File: src/rtl/sprite_rom_arbiter.sv
// Round-robin arbiter sharing one sprite ROM among four requesters.
// Registered grants feed a ROM_LAT-deep tag pipeline that steers returning data back to its requester.
module sprite_rom_arbiter #(
    parameter int NREQ    = 4,
    parameter int ADDR_W  = 16,
    parameter int DATA_W  = 6,
    parameter int ROM_LAT = 2
) (
    input  logic                     Clk,
    input  logic                     Reset,
    input  logic                     Hold,
    input  logic [NREQ-1:0]          Req,
    input  logic [NREQ*ADDR_W-1:0]   ReqAddr,
    output logic [NREQ-1:0]          Gnt,
    output logic                     RomEn,
    output logic [ADDR_W-1:0]        RomAddr,
    input  logic [DATA_W-1:0]        RomData,
    output logic [NREQ-1:0]          RspValid,
    output logic [DATA_W-1:0]        RspData
);

    localparam int LP_W = $clog2(NREQ);

    logic [LP_W-1:0]   lp_q, lp_d;
    logic [LP_W-1:0]   idx;
    logic              found;
    logic [NREQ-1:0]   gnt_q, gnt_d;
    logic              rom_en_q, rom_en_d;
    logic [ADDR_W-1:0] rom_addr_q, rom_addr_d;
    logic [DATA_W-1:0] rsp_data_q, rsp_data_d;
    logic              rsp_vld;

    logic              pipe_vld_q [ROM_LAT];
    logic              pipe_vld_d [ROM_LAT];
    logic [NREQ-1:0]   pipe_id_q  [ROM_LAT];
    logic [NREQ-1:0]   pipe_id_d  [ROM_LAT];

    // Search starts one past the last winner so every requester is reached within NREQ grants.
    always_comb begin
        gnt_d      = '0;
        lp_d       = lp_q;
        rom_addr_d = rom_addr_q;
        found      = 1'b0;
        idx        = '0;
        if (!Hold) begin
            for (int k = 1; k <= NREQ; k++) begin
                idx = lp_q + LP_W'(k);
                if (!found && Req[idx]) begin
                    found      = 1'b1;
                    gnt_d[idx] = 1'b1;
                    lp_d       = idx;
                    rom_addr_d = ReqAddr[idx*ADDR_W +: ADDR_W];
                end
            end
        end
        rom_en_d = found;
    end

    always_ff @(posedge Clk) begin
        if (Reset) begin
            gnt_q      <= '0;
            rom_en_q   <= 1'b0;
            rom_addr_q <= '0;
            lp_q       <= LP_W'(NREQ - 1);
            rsp_data_q <= '0;
        end else begin
            gnt_q      <= gnt_d;
            rom_en_q   <= rom_en_d;
            rom_addr_q <= rom_addr_d;
            lp_q       <= lp_d;
            rsp_data_q <= rsp_data_d;
        end
    end

    genvar gi;
    generate
        for (gi = 0; gi < ROM_LAT; gi++) begin : g_pipe
            if (gi == 0) begin : g_head
                assign pipe_vld_d[gi] = rom_en_q;
                assign pipe_id_d[gi]  = gnt_q;
            end else begin : g_tail
                assign pipe_vld_d[gi] = pipe_vld_q[gi-1];
                assign pipe_id_d[gi]  = pipe_id_q[gi-1];
            end

            always_ff @(posedge Clk) begin
                if (Reset) begin
                    pipe_vld_q[gi] <= 1'b0;
                    pipe_id_q[gi]  <= '0;
                end else begin
                    pipe_vld_q[gi] <= pipe_vld_d[gi];
                    pipe_id_q[gi]  <= pipe_id_d[gi];
                end
            end
        end
    endgenerate

    // Reset masks the pipeline tail immediately so a response due in a reset cycle never escapes.
    assign rsp_vld    = pipe_vld_q[ROM_LAT-1] & ~Reset;
    assign rsp_data_d = rsp_vld ? RomData : rsp_data_q;

    assign Gnt      = gnt_q;
    assign RomEn    = rom_en_q;
    assign RomAddr  = rom_addr_q;
    assign RspValid = {NREQ{rsp_vld}} & pipe_id_q[ROM_LAT-1];
    assign RspData  = Reset ? '0 : rsp_data_d;

endmodule

File: config.mk
export PLATFORM = sky130hd
export DESIGN_NAME = sprite_rom_arbiter
export DESIGN_NICKNAME = d
export VERILOG_FILES = /design/src/rtl/sprite_rom_arbiter.sv
export SDC_FILE = /design/constraint.sdc
export NUM_CORES = 1
export LEC_CHECK = 0
export BUFFER_PORTS_ARGS = -buffer_cell sky130_fd_sc_hd__buf_2
export CAP_MARGIN = 25
export CORE_ASPECT_RATIO = 1.2
export CORE_MARGIN = 2
export CORE_UTILIZATION = 42
export CTS_CLUSTER_SIZE = 24
export DETAILED_ROUTE_END_ITERATION = 10
export PLACE_DENSITY = 0.88
export SETUP_SLACK_MARGIN = 0.02
export SKIP_CTS_REPAIR_TIMING = 1
export SYNTH_ARGS = -nofsm -noshare
export SYNTH_HDL_FRONTEND = slang
export SYNTH_SLANG_ARGS = --single-unit
File: constraint.sdc
create_clock -name Clk -period 2.95 [get_ports Clk]
set_input_delay 0.1475 -clock Clk [delete_from_list [all_inputs] [get_ports Clk]]
set_output_delay 0.1475 -clock Clk [all_outputs]
set_load 0.1 [all_outputs]
# After elaboration in Yosys (flattened, before gate mapping)
# Memories as Yosys holds them, arrays and structs flattened.
# Index checks and enable logic that the tools add are counted.
[totals]
ram_bits = 10
memories = 2
regBits = 29
inputBits = 77
[mem_list]
columns = ["memory", "words", "width", "read_ports", "rd_clocked_by_memory_dff", "wr", "line", "text"]
rows = [
  ["pipe_id_q", 2, 4, 2, 0, 2, "35", "logic [NREQ-1:0] pipe_id_q [ROM_LAT];"],
  ["pipe_vld_q", 2, 1, 2, 0, 2, "33", "logic pipe_vld_q [ROM_LAT];"],
]
[op_classes]
reduce_logical = 15
order_cmp = 8
n_bitwise = 12
shift = 4
addsub = 3
muxes = 46
[op_table]
columns = ["op", "n"]
rows = [
  ["$shiftx A64 B7 Y16", 4],
  ["$mux W16", 4],
  ["$mux W4", 9],
  ["$mux W1", 20],
  ["$lt A2 B3 Y1 const B", 4],
  ["$mux W6", 2],
  ["$or A4 B4 Y4", 3],
  ["$bmux W1 S2", 4],
  ["$demux W1 S2", 4],
  ["$ge A2 B1 Y1 const B", 4],
  ["$logic_and A1 B1 Y1", 7],
  ["$mux W2", 3],
  ["$add A2 B2 Y2 const B", 2],
  ["$and A4 B4 Y4", 1],
  ["$or A1 B1 Y1", 4],
  ["$reduce_bool A4 Y1", 1],
  ["$logic_not A1 Y1", 3],
  ["$not A1 Y1", 3],
  ["$reduce_and A3 Y1", 1],
  ["$reduce_bool A3 Y1", 1],
  ["$add A2 B1 Y2 const B", 1],
  ["$reduce_and A2 Y1", 1],
  ["$reduce_or A2 Y1", 1],
  ["$and A1 B1 Y1", 1],
]

# Longest topological paths before layout
[logic_depth]
depth_word = 17
mapped_depth = 14
depth_no_buf = 10

# Worst setup path before layout
# OpenSTA, ideal clock, no wires.
[synth_path]
path_type = "register to register"
startpoint = "register lp_q[0]"
endpoint = "register rom_addr_q[14], in the netlist RomAddr[14]"
path_stages_with_launch = 12
arrival_time_ns = 2.847
n_path_buf = 3
required_ns = 2.817
setup_slack_ns = -0.030
cell_sequence = "dfxtp_1 buf_6 inv_1 ha_1 clkbuf_1 mux4_2 o21bai_1 a21oi_1 nor2_1 a21oi_4 buf_4 o221ai_1"
[synth_via]
elab_chain_len = 17
[synth_lines]
columns = ["element", "line", "text"]
rows = [
  ["start: declaration", "24", "logic [LP_W-1:0] lp_q, lp_d;"],
  ["start signal: assignment", "64", "lp_q <= LP_W'(NREQ - 1);"],
  ["start signal: assignment", "70", "lp_q <= lp_d;"],
  ["$add A2 B1 Y2", "47", "idx = lp_q + LP_W'(k);"],
  ["$bmux W1 S2", "48", "if (!found && Req[idx]) begin"],
  ["$mux W1 (implied by the code)", "48", ""],
  ["$mux W1", "48", ""],
  ["$mux W1", "45", "if (!Hold) begin"],
  ["$logic_not A1 Y1", "48", ""],
  ["$logic_and A1 B1 Y1", "48", ""],
  ["$mux W1", "48", ""],
  ["$mux W1", "45", ""],
  ["$logic_not A1 Y1", "48", ""],
  ["$logic_and A1 B1 Y1", "48", ""],
  ["$mux W1", "48", ""],
  ["$mux W1", "45", ""],
  ["$logic_not A1 Y1", "48", ""],
  ["$logic_and A1 B1 Y1", "48", ""],
  ["$reduce_bool A4 Y1 (no line)", "n/a", ""],
  ["$reduce_and A2 Y1 (no line)", "n/a", ""],
  ["end signal: assignment", "69", "rom_addr_q <= rom_addr_d;"],
  ["end: declaration", "29", "logic [ADDR_W-1:0] rom_addr_q, rom_addr_d;"],
]
# Parallel ways exist; a longest one is shown, timed or not. The select of a mux whose other input is x is not followed.
# A chain may end at the register's enable or synchronous reset.

# Final worst setup path
[layout_path]
startpoint = "register lp_q[1]"
endpoint = "register rom_addr_q[7], in the netlist RomAddr[7]"
# Same word-level chain as after synthesis.

==> impl_metrics.toml <==
[worst_hold_path]
hold_path.class = "primary input to flip-flop"
worstHoldStart = "RomData[5]"
holdPathEnd = "rsp_data_q[5]"
hold_depth = 3

[sta]
rsz0062_at_grt = "false"
relSlewSlack_pct = 65.9
fmax_mhz = 367
finalSetupViolations = 0
period_share_pct = 92.4
tns_ps = 0
hold_violations = 0
worst_pin_slew_ps = 516
finalMaxSlewViolations = 0
skew_ps = 3.88
finalCriticalPeriod_ps = 2730

[finish]
fillers = 487
finalNetCount = 422
area_delta_synth_final_pct = 27.6
design_area_um2 = 2990
num_antenna_cells = 0
drive_gt1_share_pct = 43.6
fin_util_pct = 56.1

[logic_synthesis]
yosysUniqueCellTypes = 41
synth_area_um2 = 2340
synth_area_leaders = "dfxtp_1, mux2i_1, o221ai_2"
postSynth.asyncResetShare_pct = 0
ys_seq_elements = 39
ys.flop_type = "dfxtp_1"
yosysWarnings = 0
synth_largest_area_cell = "dfxtp_1"
synth.net_count = 320
avgSynthCellArea_um2 = 10.0
netlist.area_leader.share_pct = 33.3
synthCells = 234
synth_edf_count = 0
seq_area_frac_synth_pct = 33.3

[cts]
root_buffer = "clkbuf_8"
cts_made_buffers = 5
htreeDepth = 2
clk_pin_slew_worst_paths_ps = 80
clock_latency_ps = 280
max-clock-path-buffers = 2
cts_tree = "yes"
cts.sinks = 39

[grt]
grt_antenna_before_repair = 0
grt_max_degree = 33
grt_pass1_wl_um = 8670
overflow = 0
grt_use_total_pct = 17.5
grt_pass1_vias = 2055

[worst_setup_path]
startpoint_type = "flip-flop"
path_max_fanout = 32
r2r_end = "RomAddr[7]"
criticalPathCategory = "flip-flop to flip-flop"
critical_path_arrival_ps = 2890
r2r_cells = 11
critPathRequiredTime_ps = 3120
worstReg2RegStart = "lp_q[1]"
end_kind = "flip-flop"
reg2reg_setup_slack_ps = 220

[drt]
num_vias = 2104
via_per_inst = 5.27
dr.first_iter.drc_count = 76
wire_per_inst_um = 14.1
drc = 0
wl_um = 5620
drtPass1Iterations = 4
ant_nets = 0

[floorplanning]
io_pins = 108
die_h_um = 85.9
start_util_pct = 44.0
die_w_um = 72.2
rows = 29
dieArea_um2 = 6200
core_area_um2 = 5330

[placement]
dpl_cell_area_um2 = 2890
port_buffers = 107
gp_congestion = 0.875
dp_hpwl_um = 4420

[pwr]
total_power_mw = 2.94
ir_drop_mv = 0.738
leakage_nw = 1.44
powerDensity_nw_per_um2 = 983

[job]
cap_violations = 0

[status]
status = "finished clean"
cell families after synthesis:
group                    Yosys count  synth area share [%]
adder cells (fa/ha/maj)            9                  4.80
AND/OR/NAND/NOR                   68                  14.0
multiplexers                      46                  21.6
AO/OA/AOI/OAI                     46                  19.3
flip-flops                        39                  33.3
buffers and inverters             26                  6.99
report_power, final:
group,switching [mW],internal (mW)
Sequential,0.0517,0.638
Combinational,1.30,0.555
Clock,0.180,0.213
critical path, cell delays in order, from the launching register on:
cell and delay (ps):
dfxtp_1 330, inv_1 110, ha_2 430, mux4_1 380, inv_1 110, nand2_1 60
ha_1 270, inv_1 90, a21o_1 160, buf_12 230, mux2i_1 300, o221ai_2 120
worst max-delay path by stage:
stage | from | end | slack [ps]
2_1_floorplan | lp_q[0] | RomAddr[14] | 80
3_5_place_dp | lp_q[1] | RomAddr[5] | 190
3_3_place_gp | lp_q[1] | RomAddr[13] | 270
5_1_grt | lp_q[1] | RomAddr[8] | 50
6_report | lp_q[1] | RomAddr[7] | 220
4_1_cts | lp_q[1] | RomAddr[5] | 160
stage by stage:
step | setup WS [ps] | instances | hold WS [ps]
after floorplan | 78.3 | 234 | 253
after global placement | 270 | 391 | 418
after detailed placement | 189 | 391 | 421
after CTS | 161 | 399 | 128
after global routing | 51.9 | 399 | 160
final | 224 | 399 | 137
sequential cells by signal, indices dropped and copies added (netlist names):
name,count
RomAddr,16
lp_q,2
Gnt,4
pipe_id_q,8
RomEn,1
rsp_data_q,6
pipe_vld_q,2
layout make-up:
| type | count | area (µm²) | share of cell area, % |
|---|---|---|---|
| multi-input cells | 169 | 1400 | 46.9 |
| flip-flops and latches | 39 | 781 | 26.1 |
| repair buffers | 114 | 601 | 20.1 |
| clock buffers | 7 | 96.3 | 3.22 |
| well taps | 62 | 77.6 | 2.59 |
| inverters | 7 | 26.3 | 0.878 |
| clock inverters | 1 | 7.51 | 0.251 |
synth_stat cells (all sizes together), types with 3 or more instances:
cell / instances
a211oi: 4
a21oi: 4
a221oi: 4
a22oi: 4
and2: 4
buf: 13
clkbuf: 6
dfxtp: 39
ha: 9
inv: 7
mux2: 4
mux2i: 39
mux4: 3
nand2: 19
nor2: 22
nor2b: 11
o21ai: 4
o221ai: 15
cells in the final DEF (no fill, tap or decap), types with 2 or more instances in the layout:
cell type / count
o221ai_1: 5
a211oi_1: 4
and2_1: 4
o21ai_0: 4
clkbuf_8: 7
mux2_2: 4
a221oi_1: 4
inv_1: 7
dfxtp_1: 39
a21o_1: 2
a21oi_1: 3
o221ai_2: 10
buf_4: 6
mux4_2: 2
a22oi_1: 4
buf_2: 107
mux2i_1: 39
nand2_1: 19
nor2_1: 22
ha_1: 8
nor2b_1: 11
nand3_1: 2
nand3b_1: 2
or2_2: 2
metal layers:
| layer | global-route usage (%) | vias up | part of all wire [%] |
|---|---|---|---|
| met4 | 8.75 | 0 | 2.6 |
| met5 | 0 | - | 0 |
| li1 | - | 1052 | - |
| met2 | 32.4 | 62 | 54 |
| met1 | 18.7 | 976 | 39 |
| met3 | 2.70 | 14 | 4.5 |
Note: power is estimated with default switching activity, not from simulation.
